### src/rtl/img_pkg.sv
// Shared types and sizing helpers for the image frame sequencer.
package img_pkg;

    // Frame sequencer states.
    typedef enum logic [2:0] {
        S_IDLE    = 3'd0,
        S_LAUNCH  = 3'd1,
        S_PROCESS = 3'd2,
        S_TX_REQ  = 3'd3,
        S_TX_WAIT = 3'd4,
        S_DONE    = 3'd5,
        S_ERROR   = 3'd6
    } state_t;

    // Bytes in an unscaled frame.
    function automatic int calc_nbytes_full(input int h, input int w, input int bpp);
        return h * w * bpp;
    endfunction

    // Bytes in a down-sampled frame (integer division per axis).
    function automatic int calc_nbytes_shrink(input int h, input int w, input int f, input int bpp);
        return (h / f) * (w / f) * bpp;
    endfunction

    // Byte counter must hold every value up to the full-frame byte count.
    function automatic int calc_cnt_w(input int nbytes_full);
        return $clog2(nbytes_full + 1);
    endfunction

    // Board defaults: 30x30 frame, factor 2, 3 bytes/pixel, 4096-cycle timeout.
    localparam int NBYTES_FULL   = calc_nbytes_full(30, 30, 3);
    localparam int NBYTES_SHRINK = calc_nbytes_shrink(30, 30, 2, 3);
    localparam int BCNT_W        = calc_cnt_w(NBYTES_FULL);
    localparam int TCNT_W        = $clog2(4096);

endpackage

### src/rtl/img_frame_sequencer_start_edge_det.sv
// Registers the synchronised start level and flags its rising edge.
module start_edge_det (
    input  logic clk,
    input  logic rst,
    input  logic start,
    output logic start_rise
);

    logic start_q;

    // Previous-cycle copy of start for edge detection.
    always_ff @(posedge clk or posedge rst) begin
        if (rst) start_q <= 1'b0;
        else     start_q <= start;
    end

    assign start_rise = start & ~start_q;

endmodule

### src/rtl/img_frame_sequencer.sv
// Frame-level controller: launch one processing unit, wait for it with a
// timeout, then stream the frame to UART-Tx one byte per req/ack.
// tx_req/tx_ack: tx_req is registered and stays high, with rd_addr/byte_sel
// stable, until a one-cycle tx_ack; it then drops for at least one cycle.
module img_frame_sequencer
    import img_pkg::*;
#(
    parameter int HIEGHT  = 30,
    parameter int WIDTH   = 30,
    parameter int FACTOR  = 2,
    parameter int BPP     = 3,
    parameter int TIMEOUT = 4096,
    parameter int PEXILS  = HIEGHT * WIDTH,
    parameter int ADDR_W  = $clog2(PEXILS)
) (
    input  logic              clk,
    input  logic              rst,
    input  logic              start,
    input  logic              shr_or_eff,
    input  logic [1:0]        effect,
    input  logic              unit_done,
    input  logic              tx_ack,
    output logic              start_shrink,
    output logic              start_effects,
    output logic              mode_q,
    output logic [1:0]        effect_q,
    output logic [ADDR_W-1:0] rd_addr,
    output logic [1:0]        byte_sel,
    output logic              tx_req,
    output logic              busy,
    output logic              op_done,
    output logic              frame_done,
    output logic              error
);

    localparam int NB_FULL = calc_nbytes_full(HIEGHT, WIDTH, BPP);
    localparam int NB_SHR  = calc_nbytes_shrink(HIEGHT, WIDTH, FACTOR, BPP);
    localparam int BC_W    = calc_cnt_w(NB_FULL);
    localparam int TC_W    = $clog2(TIMEOUT);

    localparam logic [BC_W-1:0] LAST_FULL = BC_W'(NB_FULL - 1);
    localparam logic [BC_W-1:0] LAST_SHR  = BC_W'(NB_SHR - 1);
    localparam logic [TC_W-1:0] T_LAST    = TC_W'(TIMEOUT - 1);
    localparam logic [1:0]      SEL_LAST  = 2'(BPP - 1);

    state_t          state, state_d;
    logic            start_rise;
    logic [BC_W-1:0] bcnt;
    logic [BC_W-1:0] last_idx;
    logic [TC_W-1:0] tcnt;

    // Strobes from the next-state logic consumed by the datapath registers.
    logic start_ok;
    logic done_hit;
    logic tmo_hit;
    logic ack_more;
    logic ack_last;

    start_edge_det u_start_edge_det (
        .clk        (clk),
        .rst        (rst),
        .start      (start),
        .start_rise (start_rise)
    );

    assign last_idx      = mode_q ? LAST_SHR : LAST_FULL;
    assign start_shrink  = (state == S_LAUNCH) &  mode_q;
    assign start_effects = (state == S_LAUNCH) & ~mode_q;
    assign busy          = (state == S_LAUNCH) || (state == S_PROCESS) ||
                           (state == S_TX_REQ) || (state == S_TX_WAIT);

    // State register.
    always_ff @(posedge clk or posedge rst) begin
        if (rst) state <= S_IDLE;
        else     state <= state_d;
    end

    // Next-state decode; done is masked on the first PROCESS cycle (tcnt==0)
    // and takes priority over the timeout on the same cycle.
    always_comb begin
        state_d  = state;
        start_ok = 1'b0;
        done_hit = 1'b0;
        tmo_hit  = 1'b0;
        ack_more = 1'b0;
        ack_last = 1'b0;
        case (state)
            S_IDLE, S_DONE, S_ERROR: begin
                if (start_rise) begin
                    start_ok = 1'b1;
                    state_d  = S_LAUNCH;
                end
            end
            S_LAUNCH: state_d = S_PROCESS;
            S_PROCESS: begin
                if ((tcnt != '0) && unit_done) begin
                    done_hit = 1'b1;
                    state_d  = S_TX_REQ;
                end else if (tcnt == T_LAST) begin
                    tmo_hit = 1'b1;
                    state_d = S_ERROR;
                end
            end
            S_TX_REQ: state_d = S_TX_WAIT;
            S_TX_WAIT: begin
                if (tx_ack) begin
                    if (bcnt == last_idx) begin
                        ack_last = 1'b1;
                        state_d  = S_DONE;
                    end else begin
                        ack_more = 1'b1;
                        state_d  = S_TX_REQ;
                    end
                end
            end
            default: state_d = S_IDLE;
        endcase
    end

    // Latched mode/effect and the sticky status flags.
    always_ff @(posedge clk or posedge rst) begin
        if (rst) begin
            mode_q     <= 1'b0;
            effect_q   <= 2'b00;
            op_done    <= 1'b0;
            frame_done <= 1'b0;
            error      <= 1'b0;
        end else if (start_ok) begin
            mode_q     <= shr_or_eff;
            effect_q   <= effect;
            op_done    <= 1'b0;
            frame_done <= 1'b0;
            error      <= 1'b0;
        end else begin
            if (done_hit) op_done    <= 1'b1;
            if (tmo_hit)  error      <= 1'b1;
            if (ack_last) frame_done <= 1'b1;
        end
    end

    // Processing timeout counter: cleared while launching, counts in PROCESS.
    always_ff @(posedge clk or posedge rst) begin
        if (rst)                     tcnt <= '0;
        else if (state == S_LAUNCH)  tcnt <= '0;
        else if (state == S_PROCESS) tcnt <= tcnt + TC_W'(1);
    end

    // Byte request and read-address walk; the final byte leaves the address in place.
    always_ff @(posedge clk or posedge rst) begin
        if (rst) begin
            tx_req   <= 1'b0;
            rd_addr  <= '0;
            byte_sel <= 2'b00;
            bcnt     <= '0;
        end else if (start_ok) begin
            tx_req   <= 1'b0;
            rd_addr  <= '0;
            byte_sel <= 2'b00;
            bcnt     <= '0;
        end else if (state == S_TX_REQ) begin
            tx_req <= 1'b1;
        end else if (ack_last) begin
            tx_req <= 1'b0;
        end else if (ack_more) begin
            tx_req <= 1'b0;
            bcnt   <= bcnt + BC_W'(1);
            if (byte_sel == SEL_LAST) begin
                byte_sel <= 2'b00;
                rd_addr  <= rd_addr + ADDR_W'(1);
            end else begin
                byte_sel <= byte_sel + 2'b01;
            end
        end
    end

endmodule

### config.mk
export PLATFORM = sky130hd
export DESIGN_NAME = img_frame_sequencer
export DESIGN_NICKNAME = d
export VERILOG_FILES = /design/src/rtl/img_pkg.sv /design/src/rtl/img_frame_sequencer_start_edge_det.sv /design/src/rtl/img_frame_sequencer.sv
export SDC_FILE = /design/constraint.sdc
export NUM_CORES = 1
export LEC_CHECK = 0
export ABC_AREA = 1
export CORE_AREA = 2 2 73 75
export CTS_CLUSTER_DIAMETER = 40
export DETAILED_ROUTE_END_ITERATION = 6
export DIE_AREA = 0 0 75 77
export PLACE_DENSITY_LB_ADDON = 0.1
export SLEW_MARGIN = 20
export SYNTH_ARGS = -nofsm -noshare
export SYNTH_HDL_FRONTEND = slang
export SYNTH_SLANG_ARGS = --single-unit
### constraint.sdc
create_clock -name clk -period 2.73 [get_ports clk]
set_input_delay 0.4095 -clock clk [delete_from_list [all_inputs] [get_ports clk]]
set_output_delay 0.4095 -clock clk [all_outputs]
set_load 0.02 [all_outputs]
==> results_dict.tcl <==
set metrics [dict create \
    status "finished clean" \
    clk_pin_slew_ps 80 \
    grt_antenna_before_repair 0 \
    root_buffer "clkbuf_8" \
    dp.final_hpwl_mm 4.28 \
    hp-class "register to register" \
    slowest_delay_ps 610 \
    final_util_pct 64.9 \
    die_h_um 77 \
    core_area_mm2 0.00498 \
    yosys.cell_types.count 36 \
    synth.cell_area_mm2 0.00282 \
    setup_viol 0 \
    hold_buffers 0 \
    path_max_fanout 7 \
    critPathKind "register to output port" \
    grt_overflow 0 \
    firstDrtPassIters 4 \
    cts.sinks 47 \
    pin_count 30 \
    dr_wl_met2_mm 2.85 \
    ff2ff_setup_slack_ps 830 \
    cts_buffers 5 \
    synth_seq_cells 47 \
    timing.rr.end "rd_addr[9]" \
    finalCritPeriodShare_pct 89.0 \
    synth_top_area_share_pct 41.8 \
    nNetsFinal 425 \
    area_delta_synth_final_pct 14.7 \
    placed_cells 476 \
    synth_warnings 0 \
    rsz0062_at_grt "false" \
    num_vias 2441 \
    worstPathCellList "nor3_2 > inv_1 > nor2_1 > clkdlybuf4s50_1" \
    multi_input_area_mm2 0.00135 \
    hold_depth 2 \
    initial_core_util_pct 56.6 \
    drive_above_1_share_pct 8.45 \
    postRouteAntennaNets 0 \
    cts_max_level 2 \
    cts_setup_buffers 0 \
    port-buffer-count 29 \
    dr_wl_met3_um 180 \
    grt_pass1_vias 2233 \
    avgSynthCellArea_um2 7.32 \
    route.detailed.drc 0 \
    hold_violations 0 \
    top_layer "met4" \
    drv_cap 0 \
    fmax_mhz 412 \
    syn_nets 397 \
    grt_max_degree 48 \
    clockBufferDepth 2 \
    cts_resized 0 \
    tightest_slew_ps 680 \
    wl_mm 5.87 \
    powerDensity_mw_per_mm2 796 \
    grt_util_all_layers_pct 22.2 \
    drtIter0Drc 78 \
    dieArea_mm2 0.00578 \
    r2r_start "state[0]" \
    min_to "effect_q[1]" \
    fill_cells 444 \
    slew_violations 0 \
    worstRegToRegCells 10 \
    routed_via_density 5.04 \
    wl_per_cell_um 12.1 \
    routabilityCongestion 0.855 \
    die-width_um 75 \
    max_slew_margin_pct 54.4 \
    final_cells 484 \
    arrival_ps 2020 \
    peakVddDrop_uv 470 \
    fin_tns_setup_ps 0 \
    cp.required_ps 2320 \
    yosys-top-cells-area "dfrtp_1 (42%), nand2_1 (15%), nand3_1 (7.1%), inv_1 (7.1%), nor2_1 (4.8%)" \
    end_kind "output port" \
    worstHoldStart "effect_q[1]" \
    startpoint_type "register" \
    regArea_mm2 0.00118 \
    cts_tree "yes" \
    row_count 26 \
    clock_latency_ps 300 \
    fin_skew_ps 2.82 \
    wl_met1_mm 2.74 \
    ys_seq_area_share_pct 41.8 \
    cp_slowest_cell "clkdlybuf4s50_1" \
    antenna_cells 0 \
    power_leakage_nw 1.64 \
    synth_top_area_cell "dfrtp_1" \
    syn_inst 385 \
    finalCriticalPeriod_ps 2430 \
    grt_first_pass_wirelength_mm 10.0 \
]
[cells in the mapped netlist]
| cell type | n |
|---|---|
| buf_6 | 4 |
| nand2_1 | 109 |
| dfrtp_1 | 47 |
| clkbuf_1 | 2 |
| xor2_1 | 5 |
| o21a_1 | 1 |
| o21ai_0 | 14 |
| nand3_2 | 3 |
| and3_1 | 1 |
| or2_0 | 1 |
| buf_2 | 2 |
| a21oi_1 | 9 |
| nor2_4 | 1 |
| nand2_2 | 4 |
| nor3_2 | 3 |
| mux2i_1 | 1 |
| buf_4 | 1 |
| or2_2 | 2 |
| ha_1 | 4 |
| nor2_8 | 1 |
| inv_2 | 5 |
| o21ai_2 | 1 |
| o21bai_2 | 1 |
| nor4_1 | 1 |
| nor2_1 | 36 |
| o22ai_1 | 1 |
| xnor2_1 | 2 |
| nand2_4 | 3 |
| inv_1 | 53 |
| nand3b_1 | 2 |
| nor3_1 | 3 |
| nand3_1 | 40 |
| nand4_1 | 9 |
| o21ai_1 | 10 |
| nor2_2 | 2 |
| o21bai_1 | 1 |
[flip-flops by register name, indices dropped and copies added (netlist names)]
register and flops:
bcnt 12, rd_addr 10, frame_done 1, op_done 1
byte_sel 2, tcnt 12, mode_q 1, state 3
tx_req 1, u_start_edge_det.start_q 1, effect_q 2, error 1
[per-stage QoR]
step	power [mW]	cell area (µm²)	setup slack, ps	hold WS [ps]
detailed placement	2.13	3130	436	470
global placement	2.11	3130	469	478
global route	2.77	3230	146	518
floorplan	1.81	2820	1170	441
CTS	2.60	3230	266	495
finish	2.57	3230	301	492
[how the worst max path moves through the flow]
stage                   from             to  slack [ps]
global route        state[1]  start_effects         150
global placement       start     rd_addr[9]         470
floorplan           state[1]  start_effects        1170
CTS                 state[1]  start_effects         270
detailed placement     start     rd_addr[6]         440
finish              state[1]  start_effects         300
[critical path, delay by kind of cell (launching register included)]
| family | cells | cell delay [ps] |
|---|---|---|
| and+or+nand+nor | 2 | 460 |
| DFF | 1 | 440 |
| buffers and inverters | 2 | 820 |
[layout by cell type, fill, tap and decap left out, types with 7 or more instances in the layout]
cell type and n:
dfrtp_1 47, inv_1 52, o21ai_0 14, nand3_1 40, nand4_1 9, clkdlybuf4s50_1 29
o21ai_1 10, nand2_1 109, clkbuf_8 7, a21oi_1 9, nor2_1 36
[cell families (layout without fill, tap and decap cells)]
logic type / count (synthesis) / after routing / synth area share [%]
adder cells (fa/ha/maj): 4 / 4 / 1.78
flip-flops: 47 / 47 / 41.8
AND/OR/NAND/NOR: 221 / 221 / 36.4
buffers and inverters: 67 / 96 / 10.2
AO/OA/AOI/OAI: 38 / 38 / 7.33
XOR/XNOR: 7 / 7 / 2.18
multiplexers: 1 / 1 / 0.355
[area by class of cell]
cell class,instances,share of cell area (%)
Clock buffer,8,3.10
Inverter,58,6.74
Multi-Input combinational cell,271,41.9
Sequential cell,47,36.4
Tap cell,70,2.71
Timing Repair Buffer,30,9.21
[per-layer routing]
layer | track usage [%] | up-vias
li1 | - | 1267
met1 | 29.2 | 1132
met2 | 36.4 | 33
met3 | 3.94 | 9
met4 | 7.50 | 0
met5 | 0 | -
[where the power goes]
group / internal, mW / switching (mW) / leakage, nW
Combinational: 0.415 / 0.710 / 0.954
Clock: 0.231 / 0.225 / 0.0515
Sequential: 0.840 / 0.150 / 0.634
Total: 1.49 / 1.09 / 1.64
(Power assumes the default switching activity.)
